$ cat config.mk
export PLATFORM = sky130hd
export DESIGN_NAME = imem_ctrl
export DESIGN_NICKNAME = d
export VERILOG_FILES = /design/src/rtl/imem_ctrl.sv
export SDC_FILE = /design/constraint.sdc
export NUM_CORES = 1
export LEC_CHECK = 0
export ABC_CLOCK_PERIOD_IN_PS = 2000
export BUFFER_PORTS_ARGS = -buffer_cell sky130_fd_sc_hd__buf_2
export CORE_UTILIZATION = 44
export DETAILED_ROUTE_END_ITERATION = 7
export PLACE_DENSITY = 0.81
export SLEW_MARGIN = 15
export SYNTH_ARGS = -nofsm -noshare
export SYNTH_HDL_FRONTEND = slang
export SYNTH_SLANG_ARGS = --single-unit
$ cat constraint.sdc
create_clock -name clk -period 2 [get_ports clk]
set_input_delay 0.4 -clock clk [delete_from_list [all_inputs] [get_ports clk]]
set_output_delay 0.4 -clock clk [all_outputs]
set_load 0.01 [all_outputs]
$ cat src/rtl/imem_ctrl.sv
// imem_ctrl: instruction-memory controller.
// Packs 64-bit host load words into 128-bit lines and writes them to the
// single-port instruction memory. When the load ends it pulses start_vld to
// the fetch unit, then passes the fetch unit's read requests straight to
// memory until the host halts the core.
// Optional build macro IMEM_DROP_ERR_EN adds a sticky drop_err output that
// flags fetch requests made while the controller owns the memory port.
module imem_ctrl #(
    parameter int ADDR_WIDTH = 8,
    parameter int DATA_WIDTH = 128
) (
    input  logic                  clk,
    input  logic                  rst,
    input  logic                  host_wr_vld,
    output logic                  host_wr_rdy,
    input  logic [63:0]           host_wr_data,
    input  logic                  host_wr_last,
    input  logic [11:0]           host_boot_addr,
    input  logic                  host_halt,
    output logic                  start_vld,
    output logic [11:0]           start_addr,
    input  logic                  ifu_mem_ce,
    input  logic [ADDR_WIDTH-1:0] ifu_mem_addr,
    output logic                  mem_we,
    output logic                  mem_ce,
    output logic [ADDR_WIDTH-1:0] mem_addr,
    output logic [DATA_WIDTH-1:0] mem_din,
`ifdef IMEM_DROP_ERR_EN
    output logic                  drop_err,
`endif
    output logic                  run
);

    localparam int HW = 64;

    typedef enum logic [2:0] {
        S_IDLE,
        S_LOAD,
        S_FLUSH,
        S_BOOT,
        S_RUN
    } state_t;

    state_t            state, state_nxt;
    logic [ADDR_WIDTH:0] wr_ptr;
    logic [ADDR_WIDTH:0] ptr_inc;
    logic [HW-1:0]     lo_buf;
    logic              pend;
    logic              load_phase;
    logic              accept;
    logic              odd_beat;
    logic              last_beat;

    // Only IDLE and LOAD take host words; kept outside the FSM block so the
    // handshake has no combinational loop through host_wr_rdy.
    assign load_phase  = (state == S_IDLE) || (state == S_LOAD);
    assign host_wr_rdy = load_phase;
    assign accept      = host_wr_vld && load_phase;
    assign odd_beat    = wr_ptr[0];
    // The beat at the all-ones pointer fills the memory and is forced last.
    assign last_beat   = host_wr_last || (&wr_ptr);
    assign ptr_inc     = wr_ptr + 1'b1;

    // Next-state and output decode; memory port is muxed by state.
    always_comb begin
        // NOTE: every output gets a default first, so no path leaves a value
        // unassigned and no latch is inferred.
        state_nxt = state;
        start_vld = 1'b0;
        run       = 1'b0;
        mem_ce    = 1'b0;
        mem_we    = 1'b0;
        mem_addr  = '0;
        mem_din   = '0;
        case (state)
            S_IDLE, S_LOAD: begin
                if (accept) begin
                    if (odd_beat) begin
                        mem_ce   = 1'b1;
                        mem_we   = 1'b1;
                        mem_addr = wr_ptr[ADDR_WIDTH:1];
                        mem_din  = {host_wr_data, lo_buf};
                    end
                    if (last_beat) begin
                        state_nxt = odd_beat ? S_BOOT : S_FLUSH;
                    end else begin
                        state_nxt = S_LOAD;
                    end
                end
            end
            S_FLUSH: begin
                // Odd word count: write the pending low half with a zero upper half.
                mem_ce    = pend;
                mem_we    = pend;
                mem_addr  = wr_ptr[ADDR_WIDTH:1];
                mem_din   = {{HW{1'b0}}, lo_buf};
                state_nxt = S_BOOT;
            end
            S_BOOT: begin
                start_vld = 1'b1;
                state_nxt = S_RUN;
            end
            S_RUN: begin
                // Zero-latency pass-through keeps the fetch unit's read timing.
                run      = 1'b1;
                mem_ce   = ifu_mem_ce;
                mem_addr = ifu_mem_addr;
                if (host_halt) begin
                    state_nxt = S_IDLE;
                end
            end
            default: state_nxt = S_IDLE;
        endcase
    end

    // State register, word pointer, half-line buffer and boot address.
    always_ff @(posedge clk) begin
        // NOTE: sequential state uses non-blocking assignments so every
        // register samples pre-edge values regardless of statement order.
        if (rst) begin
            state      <= S_IDLE;
            wr_ptr     <= '0;
            lo_buf     <= '0;
            pend       <= 1'b0;
            start_addr <= '0;
        end else begin
            state <= state_nxt;
            if (accept) begin
                wr_ptr <= ptr_inc;
                if (!odd_beat) begin
                    lo_buf <= host_wr_data;
                    pend   <= 1'b1;
                end else begin
                    pend   <= 1'b0;
                end
                if (last_beat) begin
                    start_addr <= host_boot_addr & 12'hFF8;
                end
            end
            if (state == S_FLUSH) begin
                pend <= 1'b0;
            end
            if ((state == S_RUN) && host_halt) begin
                wr_ptr <= '0;
                pend   <= 1'b0;
            end
        end
    end

`ifdef IMEM_DROP_ERR_EN
    // Sticky flag for fetch requests dropped outside RUN; a request in the
    // same cycle as the IDLE->LOAD clear still counts as dropped.
    always_ff @(posedge clk) begin
        if (rst) begin
            drop_err <= 1'b0;
        end else if (ifu_mem_ce && (state != S_RUN)) begin
            drop_err <= 1'b1;
        end else if ((state == S_IDLE) && (state_nxt == S_LOAD)) begin
            drop_err <= 1'b0;
        end
    end
`endif

endmodule

==> results.sh <==
export IMPL_die_x_um=98.96
export IMPL_hpwl_mm=8.463
export IMPL_root_buffer="clkbuf_8"
export IMPL_dpl_worst_slack_ns=0.06466
export IMPL_critPathCaptureType="output port"
export IMPL_antenna_found_initial=0
export IMPL_path_clk_slew_ns=0.09
export IMPL_grt_total_usage_pct=23.86
export IMPL_slowest_stage="dfxtp_2"
export IMPL_crit_fanout=36
export IMPL_placement_io_buffers=236
export IMPL_critPathTopFamily="buffers and inverters"
export IMPL_peakVddDrop_v=0.0004255
export IMPL_violations="negative setup slack"
export IMPL_final_seq_area_mm2=0.001730
export IMPL_crit_required_ns=1.60
export IMPL_synth_common_cells="nand2_1 (136), and2_1 (128), a21oi_1 (87), dfxtp_1 (86), clkbuf_1 (37)"
export IMPL_slew_violations=0
export IMPL_finalCoreUtilization_pct=71.66
export IMPL_synth_area_leaders="dfxtp_1 (42%), and2_1 (19%), nand2_1 (12%)"
export IMPL_period_share_pct=104.5
export IMPL_arrival_ns=1.69
export IMPL_initial_core_util_pct=45.19
export IMPL_synth_cell_type_count=34
export IMPL_gp_congestion=0.8006
export IMPL_crit_chain="nand3b_1, buf_6, a21oi_4, buf_12, and2_1, buf_2"
export IMPL_cp_start_kind="flop"
export IMPL_antenna_cells=0
export IMPL_rsz0062_at_grt="yes"
export IMPL_fillers=687
export IMPL_routed_wl_mm=14.59
export IMPL_synth_seq_area_share_pct=41.62
export IMPL_cts_htree_levels=3
export IMPL_multiInputGateArea_mm2=0.002411
export IMPL_power_density_mw_per_mm2=628.3
export IMPL_synth_top_cell_by_area="dfxtp_1"
export IMPL_clockBufferDepth=2
export IMPL_synthArstFlopShare_pct=0
export IMPL_p_leak_uw=0.003147
export IMPL_maxCapViolCount=0
export IMPL_grt_overflow=0
export IMPL_viasPerCell=5.267
export IMPL_clock_skew_final_ns=0.01308
export IMPL_period_minus_slack_ns=2.091
export IMPL_die_area_mm2=0.009793
export IMPL_drt_initial_drc_count=184
export IMPL_drt_wirelength_per_cell_um=16.05
export IMPL_avgSynthCellArea_um2=7.400
export IMPL_cp_slowest_stage_delay_ns=0.33
export IMPL_layout_nets=885
export IMPL_status="finished with violations"
export IMPL_drc=0
export IMPL_core_area_mm2=0.009153
export IMPL_syn_inst=559
export IMPL_io_pins=243
export IMPL_clk_latency_ns=0.35
export IMPL_drive_above_1_share_pct=44.74
export IMPL_cts_buffers=9
export IMPL_ctsHoldBuffers=0
export IMPL_grt_pass1_wl_mm=18.81
export IMPL_cts_tree="built"
export IMPL_clkSinkCount=86
export IMPL_syn2layout_area_growth_pct=58.56
export IMPL_hold_viol=0
export IMPL_synth_edf_count=0
export IMPL_grt_max_degree=37
export IMPL_crit_type="reg2out"
export IMPL_regToRegSetupSlack_ns=0.18
export IMPL_fp_dieH_um=98.96
export IMPL_rows=35
export IMPL_syn_area_mm2=0.004136
export IMPL_grt_pass1_vias=4239
export IMPL_synth_ff_type="dfxtp_1"
export IMPL_vias=4788
export IMPL_setup_slack_ns=-0.09055
export IMPL_yosysMostFrequentCell="nand2_1"
export IMPL_ant_nets=0
export IMPL_max_freq_ghz=0.4783
export IMPL_setup_viol=133
export IMPL_yosys_warnings=0
export IMPL_synth_seq_cells=86
export IMPL_dr_pass1_iters=5
export IMPL_synth_top_cell_area_share_pct=41.62
export IMPL_hp_class="in2reg"
export IMPL_cp_buffers_inverters=3
==> cell families (layout without fill, tap and decap cells) <==
family | count (synthesis) | in the layout | synth area share [%]
adders and majority gates | 2 | 2 | 0.6049
other | 1 | 3 | 0.09066
buffers and inverters | 50 | 287 | 4.961
DFF | 86 | 86 | 41.62
and+or+nand+nor | 305 | 305 | 37.75
AOI/OAI and AO/OA | 115 | 115 | 14.97
==> state kept, by name (all words and copies together) (netlist names) <==
| register | count |
|---|---|
| lo_buf | 64 |
| start_addr | 9 |
| wr_ptr | 9 |
| state | 3 |
| pend | 1 |
==> worst register-to-register path, stage by stage (launching register included) <==
cell	delay, ns
dfxtp_4	0.35
buf_4	0.15
or4b_2	0.69
buf_4	0.28
nand2_1	0.15
a21oi_1	0.08
==> worst paths after layout <==
check                     startpoint                       to  depth (start not counted)
max            state[1]$_SDFFE_PP0P_              mem_din[39]                          6
min                 host_wr_data[33]  lo_buf[33]$_SDFFE_PP0P_                          3
max reg2reg   wr_ptr[0]$_SDFFE_PP0N_  lo_buf[39]$_SDFFE_PP0P_                          5
min reg2reg  lo_buf[41]$_SDFFE_PP0P_  lo_buf[41]$_SDFFE_PP0P_                          2
==> through the flow <==
step	setup TNS, ns	total power [uW]	cell area [um2]	cells	hold slack, ns
6_report	-6.974	4121	6559	909	0.2836
5_1_grt	-15.58	4296	6559	909	0.2768
4_1_cts	-8.714	3947	5777	899	0.2728
3_5_place_dp	0	2661	5480	879	0.4421
3_3_place_gp	0	2638	5480	879	0.4379
2_1_floorplan	0	2331	4144	561	0.4317
==> final cells by class <==
type,count,area share (%)
inverters,3,0.1717
flip-flops and latches,86,26.38
repair buffers,268,31.36
clock buffers,12,2.366
clock inverters,4,0.8394
multi-input cells,425,36.76
well taps,111,2.118
==> power by group <==
part / leakage [uW] / internal, uW / switching [uW]
clock network: 0.000103 / 651 / 635
logic: 0.00234 / 448 / 513
registers: 0.000706 / 1820 / 52.4
==> repair_timing <==
action,CTS,global route
buffers inserted,3,2
pin swaps,9,58
gates cloned,1,8
endpoints found under the setup margin,137,137
resized for setup,7,138
==> metal layers <==
metal / GRT usage [%] / part of all wire, % / vias to the layer above
met2: 43.41 / 52 / 231
met1: 27.53 / 38 / 2255
met3: 5.957 / 7.5 / 24
met4: 6.889 / 2.1 / 0
li1: - / - / 2278
met5: 0 / 0 / -
==> placed cells by master (no fill, tap or decap), types with 7 or more instances in the layout <==
cell type	n
nand3_1	11
o21ai_0	13
buf_6	70
a21oi_1	86
nand2_1	136
buf_2	168
a22o_1	7
clkbuf_8	11
dfxtp_1	83
and2_1	64
buf_4	16
and2_4	64
No activity file was read; power rests on OpenSTA's default activity.
